`src/rtl/alu_accum_seq_pkg.sv`:
```
// Shared definitions for the accumulator ALU: opcodes, FSM states, flag layout.
package alu_pkg;

    localparam int OP_W = 4;

    localparam logic [OP_W-1:0] OP_ADD  = 4'd0;
    localparam logic [OP_W-1:0] OP_SUB  = 4'd1;
    localparam logic [OP_W-1:0] OP_MUL  = 4'd2;
    localparam logic [OP_W-1:0] OP_AND  = 4'd3;
    localparam logic [OP_W-1:0] OP_OR   = 4'd4;
    localparam logic [OP_W-1:0] OP_NOT  = 4'd5;
    localparam logic [OP_W-1:0] OP_XOR  = 4'd6;
    localparam logic [OP_W-1:0] OP_PASS = 4'd7;
    localparam logic [OP_W-1:0] OP_SHL  = 4'd8;
    localparam logic [OP_W-1:0] OP_SHR  = 4'd9;

    typedef enum logic [0:0] {
        ST_IDLE = 1'b0,
        ST_MUL  = 1'b1
    } state_e;

    // Bit positions inside the packed flag register.
    localparam int FLG_ZERO  = 0;
    localparam int FLG_CARRY = 1;
    localparam int FLG_OVF   = 2;
    localparam int FLG_N     = 3;

    // Opcodes 10..15 are never legal; MUL is legal only when the multiplier is built.
    function automatic logic op_is_legal(input logic [OP_W-1:0] op, input logic mul_en);
        return (op <= OP_SHR) && ((op != OP_MUL) || mul_en);
    endfunction

endpackage

```
`src/rtl/alu_accum_seq_if.sv`:
```
// Operation request / result bus between command decoder and the accumulator ALU.
interface alu_accum_seq_if #(parameter int W = 8);
    logic         op_valid;
    logic         op_ready;
    logic [3:0]   op_code;
    logic         use_acc;
    logic [W-1:0] a;
    logic [W-1:0] b;
    logic [W-1:0] result;
    logic         res_valid;
    logic         flag_zero;
    logic         flag_carry;
    logic         flag_ovf;
    logic         err;

    modport master (
        output op_valid, op_code, use_acc, a, b,
        input  op_ready, result, res_valid, flag_zero, flag_carry, flag_ovf, err
    );

    modport slave (
        input  op_valid, op_code, use_acc, a, b,
        output op_ready, result, res_valid, flag_zero, flag_carry, flag_ovf, err
    );
endinterface

```
`src/rtl/alu_accum_seq_mul.sv`:
```
// W-cycle shift-add multiplier. 'product' shows the running sum after the
// current cycle's step, so the owner can capture it on the edge where 'done' is high.
module seq_multiplier #(
    parameter int W = 8
) (
    input  logic           clk,
    input  logic           rst_n,
    input  logic           abort,
    input  logic           start,
    input  logic [W-1:0]   x,
    input  logic [W-1:0]   y,
    output logic           busy,
    output logic           done,
    output logic [2*W-1:0] product
);
    localparam int CW = $clog2(W + 1);

    logic [2*W-1:0] mcand_q, mcand_d;
    logic [W-1:0]   mplier_q, mplier_d;
    logic [2*W-1:0] prod_q, prod_d;
    logic [CW-1:0]  cnt_q, cnt_d;
    logic           busy_q, busy_d;
    logic [2*W-1:0] step_sum_s;

    assign step_sum_s = prod_q + (mplier_q[0] ? mcand_q : {(2*W){1'b0}});
    assign product    = step_sum_s;
    assign busy       = busy_q;
    assign done       = busy_q && (cnt_q == CW'(1));

    // Next state: abort wins, then load on start, otherwise one shift-add step per cycle.
    always_comb begin
        mcand_d  = mcand_q;
        mplier_d = mplier_q;
        prod_d   = prod_q;
        cnt_d    = cnt_q;
        busy_d   = busy_q;
        if (abort) begin
            busy_d = 1'b0;
            cnt_d  = {CW{1'b0}};
        end else if (start) begin
            mcand_d  = {{W{1'b0}}, x};
            mplier_d = y;
            prod_d   = {(2*W){1'b0}};
            cnt_d    = CW'(W);
            busy_d   = 1'b1;
        end else if (busy_q) begin
            prod_d   = step_sum_s;
            mcand_d  = {mcand_q[2*W-2:0], 1'b0};
            mplier_d = {1'b0, mplier_q[W-1:1]};
            cnt_d    = cnt_q - CW'(1);
            if (cnt_q == CW'(1)) begin
                busy_d = 1'b0;
            end else begin
                busy_d = 1'b1;
            end
        end else begin
            busy_d = 1'b0;
        end
    end

    // Multiplier state registers.
    always_ff @(posedge clk or negedge rst_n) begin
        if (!rst_n) begin
            mcand_q  <= {(2*W){1'b0}};
            mplier_q <= {W{1'b0}};
            prod_q   <= {(2*W){1'b0}};
            cnt_q    <= {CW{1'b0}};
            busy_q   <= 1'b0;
        end else begin
            mcand_q  <= mcand_d;
            mplier_q <= mplier_d;
            prod_q   <= prod_d;
            cnt_q    <= cnt_d;
            busy_q   <= busy_d;
        end
    end
endmodule

```
`src/rtl/alu_accum_seq.sv`:
```
// Accumulator ALU: single-cycle ops update on accept, MUL runs the sequential
// multiplier for W cycles. clr clears state and aborts any multiply.
module alu_accum_seq
    import alu_pkg::*;
#(
    parameter int W      = 8,
    parameter bit MUL_EN = 1'b1
) (
    input  logic clk,
    input  logic rst_n,
    input  logic clr,
    alu_accum_seq_if.slave bus
);
    state_e         state_q, state_d;
    logic [W-1:0]   acc_q, acc_d;
    logic [2:0]     flags_q, flags_d;
    logic           res_valid_q, res_valid_d;
    logic           err_q, err_d;

    logic [W-1:0]   x_s, y_s;
    logic [W:0]     sum_s, diff_s;
    logic [W-1:0]   alu_res_s;
    logic           alu_c_s, alu_v_s;
    logic           legal_s, is_mul_s, mul_start_s;
    logic           mul_busy_s, mul_done_s;
    logic [2*W-1:0] mul_prod_s;

    assign x_s      = bus.use_acc ? acc_q : bus.a;
    assign y_s      = bus.use_acc ? bus.a : bus.b;
    assign sum_s    = {1'b0, x_s} + {1'b0, y_s};
    assign diff_s   = {1'b0, x_s} - {1'b0, y_s};
    assign legal_s  = op_is_legal(bus.op_code, MUL_EN);
    assign is_mul_s = (bus.op_code == OP_MUL);

    seq_multiplier #(.W(W)) u_mul (
        .clk     (clk),
        .rst_n   (rst_n),
        .abort   (clr),
        .start   (mul_start_s),
        .x       (x_s),
        .y       (y_s),
        .busy    (mul_busy_s),
        .done    (mul_done_s),
        .product (mul_prod_s)
    );

    // Single-cycle ALU result and carry/overflow for the current opcode.
    always_comb begin
        alu_res_s = x_s;
        alu_c_s   = 1'b0;
        alu_v_s   = 1'b0;
        case (bus.op_code)
            OP_ADD: begin
                alu_res_s = sum_s[W-1:0];
                alu_c_s   = sum_s[W];
                alu_v_s   = (x_s[W-1] == y_s[W-1]) && (sum_s[W-1] != x_s[W-1]);
            end
            OP_SUB: begin
                alu_res_s = diff_s[W-1:0];
                alu_c_s   = diff_s[W];
                alu_v_s   = (x_s[W-1] != y_s[W-1]) && (diff_s[W-1] != x_s[W-1]);
            end
            OP_AND:  alu_res_s = x_s & y_s;
            OP_OR:   alu_res_s = x_s | y_s;
            OP_NOT:  alu_res_s = ~x_s;
            OP_XOR:  alu_res_s = x_s ^ y_s;
            OP_PASS: alu_res_s = x_s;
            OP_SHL: begin
                alu_res_s = {x_s[W-2:0], 1'b0};
                alu_c_s   = x_s[W-1];
            end
            OP_SHR: begin
                alu_res_s = {1'b0, x_s[W-1:1]};
                alu_c_s   = x_s[0];
            end
            default: alu_res_s = x_s;
        endcase
    end

    // Control FSM plus accumulator/flag next state; clr overrides everything.
    always_comb begin
        state_d     = state_q;
        acc_d       = acc_q;
        flags_d     = flags_q;
        res_valid_d = 1'b0;
        err_d       = 1'b0;
        mul_start_s = 1'b0;
        if (clr) begin
            state_d = ST_IDLE;
            acc_d   = {W{1'b0}};
            flags_d = 3'b000;
        end else begin
            case (state_q)
                ST_IDLE: begin
                    if (bus.op_valid) begin
                        if (!legal_s) begin
                            err_d = 1'b1;
                        end else if (is_mul_s) begin
                            mul_start_s = 1'b1;
                            state_d     = ST_MUL;
                        end else begin
                            acc_d              = alu_res_s;
                            flags_d[FLG_ZERO]  = (alu_res_s == {W{1'b0}});
                            flags_d[FLG_CARRY] = alu_c_s;
                            flags_d[FLG_OVF]   = alu_v_s;
                            res_valid_d        = 1'b1;
                        end
                    end else begin
                        state_d = ST_IDLE;
                    end
                end
                ST_MUL: begin
                    if (mul_busy_s && mul_done_s) begin
                        acc_d              = mul_prod_s[W-1:0];
                        flags_d[FLG_ZERO]  = (mul_prod_s[W-1:0] == {W{1'b0}});
                        flags_d[FLG_CARRY] = (mul_prod_s[2*W-1:W] != {W{1'b0}});
                        flags_d[FLG_OVF]   = (mul_prod_s[2*W-1:W] != {W{1'b0}});
                        res_valid_d        = 1'b1;
                        state_d            = ST_IDLE;
                    end else begin
                        state_d = ST_MUL;
                    end
                end
                default: state_d = ST_IDLE;
            endcase
        end
    end

    // State, accumulator, flags and output pulse registers.
    always_ff @(posedge clk or negedge rst_n) begin
        if (!rst_n) begin
            state_q     <= ST_IDLE;
            acc_q       <= {W{1'b0}};
            flags_q     <= 3'b000;
            res_valid_q <= 1'b0;
            err_q       <= 1'b0;
        end else begin
            state_q     <= state_d;
            acc_q       <= acc_d;
            flags_q     <= flags_d;
            res_valid_q <= res_valid_d;
            err_q       <= err_d;
        end
    end

    assign bus.op_ready   = (state_q == ST_IDLE);
    assign bus.result     = acc_q;
    assign bus.res_valid  = res_valid_q;
    assign bus.flag_zero  = flags_q[FLG_ZERO];
    assign bus.flag_carry = flags_q[FLG_CARRY];
    assign bus.flag_ovf   = flags_q[FLG_OVF];
    assign bus.err        = err_q;
endmodule

```
`src/flat_wrapper.sv`:
```
// flat-port wrapper written by rule: the top's interface ports become plain ports
module alu_accum_seq_flat import alu_pkg::*;
#(
    parameter int W      = 8,
    parameter bit MUL_EN = 1'b1
)
  (clk, rst_n, clr, bus_op_valid, bus_op_code, bus_use_acc, bus_a, bus_b, bus_op_ready, bus_result, bus_res_valid, bus_flag_zero, bus_flag_carry, bus_flag_ovf, bus_err);
  alu_accum_seq_if #(.W(W)) bus_i ();
  input  logic clk;
  input  logic rst_n;
  input  logic clr;
  input wire logic [$bits(bus_i.op_valid)-1:0] bus_op_valid;
  input wire logic [$bits(bus_i.op_code)-1:0] bus_op_code;
  input wire logic [$bits(bus_i.use_acc)-1:0] bus_use_acc;
  input wire logic [$bits(bus_i.a)-1:0] bus_a;
  input wire logic [$bits(bus_i.b)-1:0] bus_b;
  output wire logic [$bits(bus_i.op_ready)-1:0] bus_op_ready;
  output wire logic [$bits(bus_i.result)-1:0] bus_result;
  output wire logic [$bits(bus_i.res_valid)-1:0] bus_res_valid;
  output wire logic [$bits(bus_i.flag_zero)-1:0] bus_flag_zero;
  output wire logic [$bits(bus_i.flag_carry)-1:0] bus_flag_carry;
  output wire logic [$bits(bus_i.flag_ovf)-1:0] bus_flag_ovf;
  output wire logic [$bits(bus_i.err)-1:0] bus_err;
  assign bus_i.op_valid = bus_op_valid;
  assign bus_i.op_code = bus_op_code;
  assign bus_i.use_acc = bus_use_acc;
  assign bus_i.a = bus_a;
  assign bus_i.b = bus_b;
  assign bus_op_ready = bus_i.op_ready;
  assign bus_result = bus_i.result;
  assign bus_res_valid = bus_i.res_valid;
  assign bus_flag_zero = bus_i.flag_zero;
  assign bus_flag_carry = bus_i.flag_carry;
  assign bus_flag_ovf = bus_i.flag_ovf;
  assign bus_err = bus_i.err;
  alu_accum_seq #(.W(W), .MUL_EN(MUL_EN)) u_core (.clk(clk), .rst_n(rst_n), .clr(clr), .bus(bus_i));
endmodule
```
`config.mk`:
```
export PLATFORM = sky130hd
export DESIGN_NAME = alu_accum_seq_flat
export DESIGN_NICKNAME = d
export VERILOG_FILES = /design/src/rtl/alu_accum_seq_pkg.sv /design/src/rtl/alu_accum_seq_if.sv /design/src/rtl/alu_accum_seq_mul.sv /design/src/rtl/alu_accum_seq.sv /design/src/flat_wrapper.sv
export SDC_FILE = /design/constraint.sdc
export NUM_CORES = 1
export LEC_CHECK = 0
export ABC_AREA = 1
export BUFFER_PORTS_ARGS = -buffer_cell sky130_fd_sc_hd__buf_4
export CORE_UTILIZATION = 50
export DETAILED_ROUTE_END_ITERATION = 8
export MAX_ROUTING_LAYER = met4
export PLACE_DENSITY_LB_ADDON = 0.05
export REMOVE_ABC_BUFFERS = 1
export SETUP_SLACK_MARGIN = 0.2
export SLEW_MARGIN = 20
export SYNTH_ARGS = -nofsm -noshare
export SYNTH_HDL_FRONTEND = slang
export SYNTH_SLANG_ARGS = --single-unit
```
`constraint.sdc`:
```
create_clock -name clk -period 6.9 [get_ports clk]
set_input_delay 1.38 -clock clk [delete_from_list [all_inputs] [get_ports clk]]
set_output_delay 1.38 -clock clk [all_outputs]
set_load 0.01 [all_outputs]
```
==> results of run 1 <==
-- area by class of cell --
type                       instances  area share
inverter                         110      0.0721
timing repair buffer              38      0.0498
multi-input combinational        601       0.549
clock inverter                     4      0.0170
clock buffer                      12      0.0253
sequential                        59       0.258
tap                              133      0.0291
-- kinds of logic (layout without fill, tap and decap cells) --
kind of cell / Yosys count / count (layout)
compound gates: 128 / 128
buf+inv: 131 / 164
xor+xnor: 14 / 14
fa+ha+maj: 45 / 45
flops: 59 / 59
simple gates: 414 / 414
-- synth_stat cells, types with 2 or more instances --
library cell	n	area, µm²
a21oi_1	28	140
a22o_1	4	35.0
a31oi_1	7	43.8
buf_2	9	45.0
clkbuf_1	10	37.5
dfrtp_1	59	1480
fa_1	3	60.1
ha_1	42	526
inv_1	104	390
inv_2	6	22.5
nand2_1	253	950
nand3_1	55	275
nand3b_1	7	52.6
nand4_1	6	37.5
nor2_1	80	300
nor3_1	4	20.0
nor3_2	2	20.0
o211ai_1	8	60.1
o21ai_0	40	200
o21ai_1	20	100
o22ai_1	14	87.6
or2_2	2	12.5
xnor2_1	3	26.3
xor2_1	11	96.3
-- worst reg2reg max path, delay by kind of cell (launching register included) --
| kind | cells | cell delay (ps) |
|---|---|---|
| AND/OR/NAND/NOR | 4 | 1380 |
| flip-flops | 1 | 540 |
| AO/OA/AOI/OAI | 2 | 650 |
| buffers and inverters | 3 | 750 |
-- power by group --
group / total [mW] / switching, mW / internal [mW]
Clock: 0.388 / 0.138 / 0.250
Combinational: 0.732 / 0.473 / 0.259
Sequential: 0.497 / 0.0671 / 0.430
Total: 1.62 / 0.677 / 0.939
-- sequential cells by signal, indices dropped and copies added, names as in the netlist --
signal and cells:
u_core.bus.err 1, u_core.bus.res_valid 1, u_core.bus.result 8, u_core.flags_q 3, u_core.state_q 1, u_core.u_mul.busy 1
u_core.u_mul.cnt_q 4, u_core.u_mul.mcand_q 16, u_core.u_mul.mplier_q 8, u_core.u_mul.prod_q 16
-- path summary, 6_finish.rpt --
kind / start / end / cells after the start
setup / recovery: bus_op_code[2] / u_core.u_mul.cnt_q[0] / 12
setup reg to reg: u_core.state_q / u_core.u_mul.cnt_q[0] / 9
min in group asynchronous: rst_n / u_core.bus.result[0] / 1
max in group asynchronous: rst_n / u_core.u_mul.mplier_q[1] / 1
hold reg to reg: u_core.u_mul.mplier_q[6] / u_core.u_mul.mplier_q[6] / 2
hold / removal: u_core.u_mul.mplier_q[6] / u_core.u_mul.mplier_q[6] / 2
-- per-layer routing --
metal,vias up,routed length [µm]
met4,0,559
li1,2597,-
met1,2432,7320
met5,-,0
met2,215,7230
met3,39,1100
==> results by group, run 1 <==
Status
  • Status: complete, no violations

Yosys
  • Register bit total from synthesis: between 50 and 60
  • Synth warnings: 0
  • Primary FF master, synth: dfrtp_1
  • Synthesized area: between 5000 and 6000 µm²
  • Syn avg cell area: ~6.5 µm²
  • EDFF count, synth: 0
  • Mux cell area share after synthesis: 0
  • FFs w/ async S/R, synth: 1.00
  • Cells after synthesis: 791
  • Post-synthesis sequential area ratio: 0.288
  • Main combinational cell family by area after synthesis: simple AND/OR/NAND/NOR gates
  • Netlist cell types: 38
  • Compound-Gate Fraction of Synth Area: 0.143
  • Area share of fa/ha/maj cells after synthesis: 0.114
  • Post-Synth XOR/XNOR Area: 0.0239
  • Post-Synth Simple-Gate Area: 0.332

Worst setup path
  • Largest stage delay, worst path: roughly 650 ps
  • Startpoint types: input port
  • Buffer and inverter count on the worst path: 4
  • Crit-path slowest cell: nand2_1
  • Worst path cell trace: buf_4, inv_2, nand2_2, nor3_2, nand2_1, nor2_4, inv_2, a21oi_4, nand2_1, inv_2, nand2_1, o21ai_0
  • CP endpoint kind: flop
  • Required time worst endpoint: a little over 7000 ps
  • CP Max Fanout: 25
  • Setup slack, reg-to-reg: ~3500 ps
  • CP Class: input port to flop
  • WP data arrival: between 4000 and 5000 ps
  • Crit path max-delay family: simple AND/OR/NAND/NOR gates

STA
  • Max_slew headroom: 0.243
  • Min Clock Period, post-route: 4310 ps
  • Final setup vio count: 0
  • Unrepaired setup endpoints after global routing: no
  • Fin. max-slew vios: 0
  • Final hold vios: 0
  • F_max: ~0.23 GHz
  • Worst-margin pin slew: about 1100 ps
  • Setup Skew: 11.4 ps
  • Final period util: 0.624
  • Slack of the critical path: between 2000 and 3000 ps
  • Hold WS: about 500 ps
  • Setup TNS: 0 ps

Drt
  • Number of remaining DRC errors: 0
  • Initial DRC count: just under 400
  • Total number of vias: between 5000 and 6000
  • Vias per inst: ~5.5
  • WL per Instance: ~17 µm
  • Drt pass-1 iters: 8
  • WL final: 16200 µm
  • Post-route ant nets: 0

Global routing
  • Met2 Use GR: 0.505
  • Overall Global Routing Usage: 0.331
  • Most used routing layer: met2
  • Vias in the first global route: about 4800
  • Grt total ovfl: 0
  • Largest net degree at the start of global routing: 60
  • Met3 Track Usage GR: 0.0491
  • Initial antenna violation count: 0
  • Met1 Use GR: 0.444
  • First-pass GRT wire length: between 20000 and 30000 µm

Finish
  • # diodes: 0
  • Fin util: 0.581
  • Nets: 889
  • Share of layout cells above drive strength 1: 0.0813
  • Commonest non-fill, non-tap cell in the layout: nand2_1
  • Commonest cells after routing, fill and taps aside: nand2_1, inv_1, nor2_1
  • FF/Latch Area: ~1500 µm²
  • Filler cells: a little under 1000
  • Final Non-Filler Cells: 957
  • Area delta synth->final: 11.7%
  • Final instance area: between 5000 and 6000 µm²
  • Area of the multi-input gates: ~3100 µm²

Power and ir drop
  • Power per standard cell area: ~280 nW/µm²
  • Pleak: between 3 and 4 nW
  • Total chip power: 1.62 mW
  • Peak VDD IR: 0.153 mV

Floorplan
  • IO Count: 39
  • Core area: approximately 9900 µm²
  • FP Rows: 36
  • Die area: 10700 µm²
  • Die Y: roughly 100 µm
  • Die width: between 100 and 150 µm
  • Initial Util: 0.520

Placed design
  • Placed Area: between 5000 and 6000 µm²
  • Setup Slack @ Placement: 2250 ps
  • Buffers on Ports: 38
  • DP Wirelength: 12900 µm
  • Inst Count DP: about 940
  • Final Wtd Congestion: approximately 1.0

Clock tree
  • # H-tree levels: 3
  • Root Buffer: clkbuf_8
  • Post-CTS setup buffer count: 0
  • Clock sink count: 59
  • Cts hold-fix bufs: 0
  • Clock buffer depth: 2
  • Post-CTS resize count: 0
  • CTS Buf Count: 9
  • Clock transition at path regs: about 70 ps
  • CTS tree: built
  • Clk_lat worst skew: roughly 340 ps

Worst hold path
  • Worst hold path type: flop to flop

Run
  • Max-cap violation count: 0
Note: power is estimated with default switching activity, not from simulation.
==> run 2: changes to the inputs <==
==> constraint.sdc (replaced) <==
create_clock -name clk -period 4.3 [get_ports clk]
set_input_delay 0.86 -clock clk [delete_from_list [all_inputs] [get_ports clk]]
set_output_delay 0.86 -clock clk [all_outputs]
set_load 0.01 [all_outputs]
==> results by group, run 2 (same netlist as run 1, synthesis figures left out) <==
Status
  • Status: complete, no violations

Worst setup path
  • CP Max Fanout: 31 (+24%)
  • Worst path cell trace: buf_4, inv_1, or2_2, o21ai_0, ha_1, nor2_1, and2_1, nand2_1, nand2_1, nand2_1, nand3_1, nand3_1, a21oi_1, nand3_1, nand2_1, nand2_1, nand2_1
  • Crit-path slowest cell: ha_1
  • Required time worst endpoint: 4590 ps (-2560 ps)
  • WP data arrival: 3630 ps (-920 ps)
  • CP Class: input port to flop
  • Largest stage delay, worst path: 440 ps (-210 ps)
  • Startpoint types: input port
  • CP endpoint kind: flop
  • Critical Path Most Common Cell: nand2_1

Global routing
  • Initial antenna violation count: 0 (unchanged)
  • Vias in the first global route: 5079 (+5.7%)
  • Most used routing layer: met2
  • Largest net degree at the start of global routing: 60 (unchanged)
  • Met3 Track Usage GR: 0.0739 (+0.0249)
  • Overall Global Routing Usage: 0.340 (+0.00826)
  • Grt total ovfl: 0 (unchanged)
  • First-pass GRT wire length: 25800 µm (+1.8%)
  • Met1 Use GR: 0.398 (-0.0465)
  • Met2 Use GR: 0.566 (+0.0610)

Floorplan
  • Core area: 9860 µm² (unchanged)
  • Die Y: 103 µm (unchanged)
  • IO Count: 39 (unchanged)
  • Die width: 103 µm (unchanged)
  • FP Rows: 36 (unchanged)
  • Die area: 10700 µm² (unchanged)
  • Initial Util: 0.520 (unchanged)

Finish
  • Nets: 905 (+1.8%)
  • Commonest cells after routing, fill and taps aside: nand2_1, inv_1, nor2_1
  • Share of layout cells above drive strength 1: 0.100 (+0.0187)
  • Final instance area: 5800 µm² (+1.2%)
  • Area delta synth->final: 13.1%
  • Top flop regs: u_core.u_mul.mcand_q: 16 flops, u_core.u_mul.prod_q: 16 flops
  • Commonest non-fill, non-tap cell in the layout: nand2_1
  • # diodes: 0 (unchanged)

Clock tree
  • Root Buffer: clkbuf_8
  • Cts hold-fix bufs: 0 (unchanged)
  • # H-tree levels: 3 (unchanged)
  • Post-CTS resize count: 0 (unchanged)
  • Clock sink count: 59 (unchanged)
  • Clock transition at path regs: 80 ps (about the same)
  • Post-CTS setup buffer count: 0 (unchanged)
  • CTS Buf Count: 9 (unchanged)
  • Clock buffer depth: 2 (unchanged)
  • CTS tree: built
  • Clk_lat worst skew: 350 ps (about the same)

STA
  • F_max: between 0.2 and 0.3 GHz
  • Min Clock Period, post-route: around 3300 ps
  • Final hold vios: 0 (unchanged)
  • Setup TNS: 0 ps (unchanged)
  • Hold WS: 493 ps (+3.27 ps)
  • Fin. max-slew vios: 0 (unchanged)
  • Final setup vio count: 0 (unchanged)
  • Unrepaired setup endpoints after global routing: no
  • Max_slew headroom: 0.442 (+0.199)
  • Worst-margin pin slew: 828 ps (-303 ps)
  • Setup Skew: 12.5 ps (+1.13 ps)
  • Final period util: 0.776

Worst hold path
  • Worst hold path type: flop to flop

Placed design
  • DP Wirelength: 13100 µm (+2.0%)
  • Final Wtd Congestion: 0.945 (-6.6%)
  • Buffers on Ports: 38 (unchanged)
  • Placed Area: 5600 µm² (+2.2%)

Power and ir drop
  • Peak VDD IR: 0.220 mV (+44%)
  • Sw Share: 0.442 (+0.0226)
  • Total chip power: 2.51 mW (+55%)
  • Clock Power Share: 0.204 (-0.036)
  • Comb power frac: 0.477 (+0.024)
  • Reg power frac: 0.318 (+0.010)
  • Pleak: 3.20 nW (+2.0%)
  • Power per standard cell area: 432 nW/µm² (+53%)
  • Int Pwr: 1.40 mW (+49%)
  • Switch Pwr: 1.11 mW (+63%)

Drt
  • Drt pass-1 iters: 5 (-3)
  • WL per Instance: 17.0 µm (+0.33%)
  • Total number of vias: 5376 (+1.8%)
  • Initial DRC count: 290 (-26%)
  • WL final: 16500 µm (+2.0%)
  • Number of remaining DRC errors: 0 (unchanged)
  • Vias per inst: 5.53 (about the same)
  • Post-route ant nets: 0 (unchanged)

Run
  • Max-cap violation count: 0 (unchanged)
run 2: cell types whose count changed in the layout (fill, tap and decap cells not counted), sizes merged:
| cell | delta |
|---|---|
| buf | +16 |
| bufinv | -2 |
| clkbuf | -1 |
| clkinv | +3 |
run 2: final timing paths:
kind                                     startpoint                  endpoint  slack [ps]  cells after the start
max                                     bus_use_acc         u_core.flags_q[0]         960                     17
min                        u_core.u_mul.mplier_q[2]  u_core.u_mul.mplier_q[2]         490                      2
max reg2reg                    u_core.bus.result[0]         u_core.flags_q[0]        1420                     21
min reg2reg                u_core.u_mul.mplier_q[2]  u_core.u_mul.mplier_q[2]         490                      2
max in group asynchronous                     rst_n     u_core.u_mul.cnt_q[3]        3210                      1
min in group asynchronous                     rst_n      u_core.bus.result[2]         560                      1
run 2: stage by stage:
step | instances | utilization | setup slack (ps)
finish | 973 | 0.588 | 961
global route | 973 | 0.588 | 784
CTS | 973 | 0.588 | 1080
detailed placement | 957 | 0.568 | 713
global placement | 957 | 0.568 | 761
floorplan | 770 | - | 1340
run 2: layout make-up:
cell class              count  area [µm²]
fillers                   934        4070
multi-input cells         601        3140
flip-flops and latches     59        1480
inverters                 110         413
repair buffers             54         405
well taps                 133         166
clock buffers              11         141
clock inverters             5        52.6
run 2: worst max-delay path, delay by kind of cell:
| kind | cells | cell delay [ps] |
|---|---|---|
| fa+ha+maj | 1 | 440 |
| simple gates | 12 | 1340 |
| buf+inv | 2 | 360 |
| compound gates | 2 | 620 |
run 2: per-layer routing:
layer  vias to the layer above  routed length (µm)
li1                       2625                   -
met1                      2529                7160
met2                       180                7770
met3                        42                1020
met4                         0                 581
met5                         -                   0
run 2: power groups by stage:
| stage | registers, mW | logic (mW) | clock network (mW) |
|---|---|---|---|
| 2_1_floorplan | 0.779 | 0.844 | 0 |
| 3_3_place_gp | 0.795 | 1.14 | 0 |
| 3_5_place_dp | 0.803 | 1.17 | 0 |
| 4_1_cts | 0.794 | 1.18 | 0.518 |
| 5_1_grt | 0.812 | 1.35 | 0.543 |
| 6_report | 0.797 | 1.20 | 0.512 |
==> run 3: changes to the inputs <==
==> constraint.sdc (replaced) <==
create_clock -name clk -period 3 [get_ports clk]
set_input_delay 0.6 -clock clk [delete_from_list [all_inputs] [get_ports clk]]
set_output_delay 0.6 -clock clk [all_outputs]
set_load 0.01 [all_outputs]
==> results by group, run 3 (same netlist as run 1, synthesis figures left out) <==
Status
  • Status: complete, no violations

Finish
  • Final instance area: 6170 µm² (+6.4%)
  • Share of layout cells above drive strength 1: 0.160 (+0.0599)
  • Final Non-Filler Cells: 1015 (+4.3%)
  • Nets: 949 (+4.9%)
  • Top flop regs: u_core.u_mul.mcand_q: 16 flops, u_core.u_mul.prod_q: 16 flops
  • # diodes: 0 (unchanged)
  • Commonest non-fill, non-tap cell in the layout: nand2_1
  • Fin util: 0.626 (+0.0378)
  • Filler cells: 917 (-1.8%)
  • Commonest cells after routing, fill and taps aside: nand2_1, inv_1, buf_4
  • Area delta synth->final: 20.4%

Global routing
  • Largest net degree at the start of global routing: 60 (unchanged)
  • Grt total ovfl: 0 (unchanged)
  • Overall Global Routing Usage: 0.331 (-0.00881)
  • Vias in the first global route: 5056 (-0.45%)
  • Initial antenna violation count: 0 (unchanged)
  • First-pass GRT wire length: 25600 µm (-0.99%)

Power and ir drop
  • Peak VDD IR: 0.324 mV (+48%)
  • Switch Pwr: 1.60 mW (+45%)
  • Pleak: 3.41 nW (+6.6%)
  • Clock Power Share: 0.189 (-0.015)
  • Sw Share: 0.437 (-0.00485)
  • Power per standard cell area: 594 nW/µm² (+37%)
  • Comb power frac: 0.500 (+0.023)
  • Reg power frac: 0.310 (-0.008)
  • Int Pwr: 2.06 mW (+48%)
  • Total chip power: 3.67 mW (+46%)

Clock tree
  • CTS Buf Count: 9 (unchanged)
  • Clk_lat worst skew: 340 ps (about the same)
  • CTS tree: built
  • Clock transition at path regs: 70 ps (about the same)
  • Clock sink count: 59 (unchanged)
  • Clock buffer depth: 2 (unchanged)
  • Cts hold-fix bufs: 0 (unchanged)
  • Root Buffer: clkbuf_8
  • # H-tree levels: 3 (unchanged)

Drt
  • Highest routed layer: met4
  • Routed wl met2: 7220 µm (-7.1%)
  • Total number of vias: 5416 (+0.74%)
  • WL final: 16000 µm (-3.3%)
  • WL per Instance: 15.8 µm (-7.3%)
  • Number of remaining DRC errors: 0 (unchanged)
  • Met3 WL: 1000 µm (-1.4%)
  • Post-route ant nets: 0 (unchanged)
  • Initial DRC count: 309 (+6.6%)
  • Drt pass-1 iters: 5 (unchanged)
  • DRT met1 WL: 7320 µm (+2.2%)
  • Vias per inst: 5.34 (-3.4%)

Worst setup path
  • Setup slack, reg-to-reg: 410 ps (-1010 ps)
  • CP Class: input port to flop
  • Worst R2R Path Depth: 16 (-24%)
  • Critical Path Most Common Cell: nand2_1
  • Cell count along the critical path: 16 (-1)
  • FF-to-FF Start: u_core.u_mul.mplier_q[0]
  • Buffer and inverter count on the worst path: 3 (+1)
  • Critical R2R Capture: u_core.flags_q[1]
  • Startpoint types: input port
  • Crit path max-delay family: adder cells
  • Crit-path slowest cell: fa_1
  • CP Max Fanout: 16 (-48%)
  • WP data arrival: 2850 ps (-780 ps)
  • Largest stage delay, worst path: 420 ps (-20 ps)
  • Required time worst endpoint: 3230 ps (-1360 ps)
  • CP endpoint kind: flop
  • Worst path cell trace: buf_6, o21ai_1, inv_1, ha_1, fa_1, nand3b_1, nand2_1, nand2_1, nand2_1, nand2_1, a21oi_1, o21ai_0, o21ai_0, inv_1, nand2_1, nand2_1

STA
  • Final setup vio count: 0 (unchanged)
  • Final hold vios: 0 (unchanged)
  • F_max: 0.381 GHz
  • Worst-margin pin slew: 745 ps (-82.3 ps)
  • Unrepaired setup endpoints after global routing: yes
  • Setup Skew: 10.7 ps (-1.78 ps)
  • Final period util: 0.876
  • Max_slew headroom: 0.503 (+0.0607)
  • Setup TNS: 0 ps (unchanged)
  • Fin. max-slew vios: 0 (unchanged)
  • Min Clock Period, post-route: ~2600 ps

Floorplan
  • Die Y: 103 µm (unchanged)
  • Initial Util: 0.520 (unchanged)
  • IO Count: 39 (unchanged)
  • Core area: 9860 µm² (unchanged)
  • Die width: 103 µm (unchanged)
  • Die area: 10700 µm² (unchanged)
  • FP Rows: 36 (unchanged)

Placed design
  • Final Wtd Congestion: 1.01 (+6.6%)
  • Inst Count DP: 1000 (+4.5%)
  • DP Wirelength: 12800 µm (-2.4%)
  • Placed Area: 5930 µm² (+5.8%)
  • Buffers on Ports: 38 (unchanged)

Run
  • Max-cap violation count: 0 (unchanged)

Worst hold path
  • Worst hold path type: input port to async pin
-- run 3: cell types whose count changed in the layout (fill, tap and decap cells not counted), sizes merged --
cell,before,now
buf,54,98
clkbuf,11,9
-- run 3: final cells by class --
| type | instances | area, µm² | share of cell area |
|---|---|---|---|
| multi-input combinational | 601 | 3190 | 0.516 |
| sequential | 59 | 1480 | 0.239 |
| timing repair buffer | 98 | 747 | 0.121 |
| inverter | 110 | 413 | 0.0669 |
| tap | 133 | 166 | 0.0270 |
| clock buffer | 9 | 124 | 0.0201 |
| clock inverter | 5 | 56.3 | 0.00912 |
-- run 3: routing by layer --
metal	GRT usage	up-vias
met3	0.0585	26
met4	0.116	0
li1	-	2714
met5	-	-
met1	0.438	2501
met2	0.509	175
-- run 3: worst max-delay path by stage --
| stage | from | endpoint | slack (ps) |
|---|---|---|---|
| finish | bus_use_acc | u_core.flags_q[1] | 370 |
| global route | bus_a[0] | u_core.flags_q[0] | 180 |
| CTS | bus_use_acc | u_core.flags_q[0] | 230 |
| detailed placement | bus_use_acc | u_core.flags_q[0] | -180 |
| global placement | bus_use_acc | u_core.flags_q[0] | -150 |
| floorplan | bus_op_code[2] | u_core.u_mul.prod_q[2] | 300 |
-- run 3: power groups by stage --
stage          sequential, mW  clock (mW)  combinational (mW)
2_1_floorplan            1.12           0                1.21
3_3_place_gp             1.13           0                1.74
3_5_place_dp             1.15           0                1.78
4_1_cts                  1.13       0.705                1.79
5_1_grt                  1.16       0.737                2.05
6_report                 1.14       0.694                1.83
-- run 3: through the flow --
stage	setup WS [ps]	hold slack, ps
finish	373	308
global route	184	376
CTS	235	336
detailed placement	-184	479
global placement	-148	468
floorplan	299	304
-- run 3: what timing repair did --
item | in CTS | in global routing
pin swaps | 0 | 3
gates resized for setup | 1 | 21
setup buffers | 0 | 1
endpoints found under the setup margin | 1 | 9
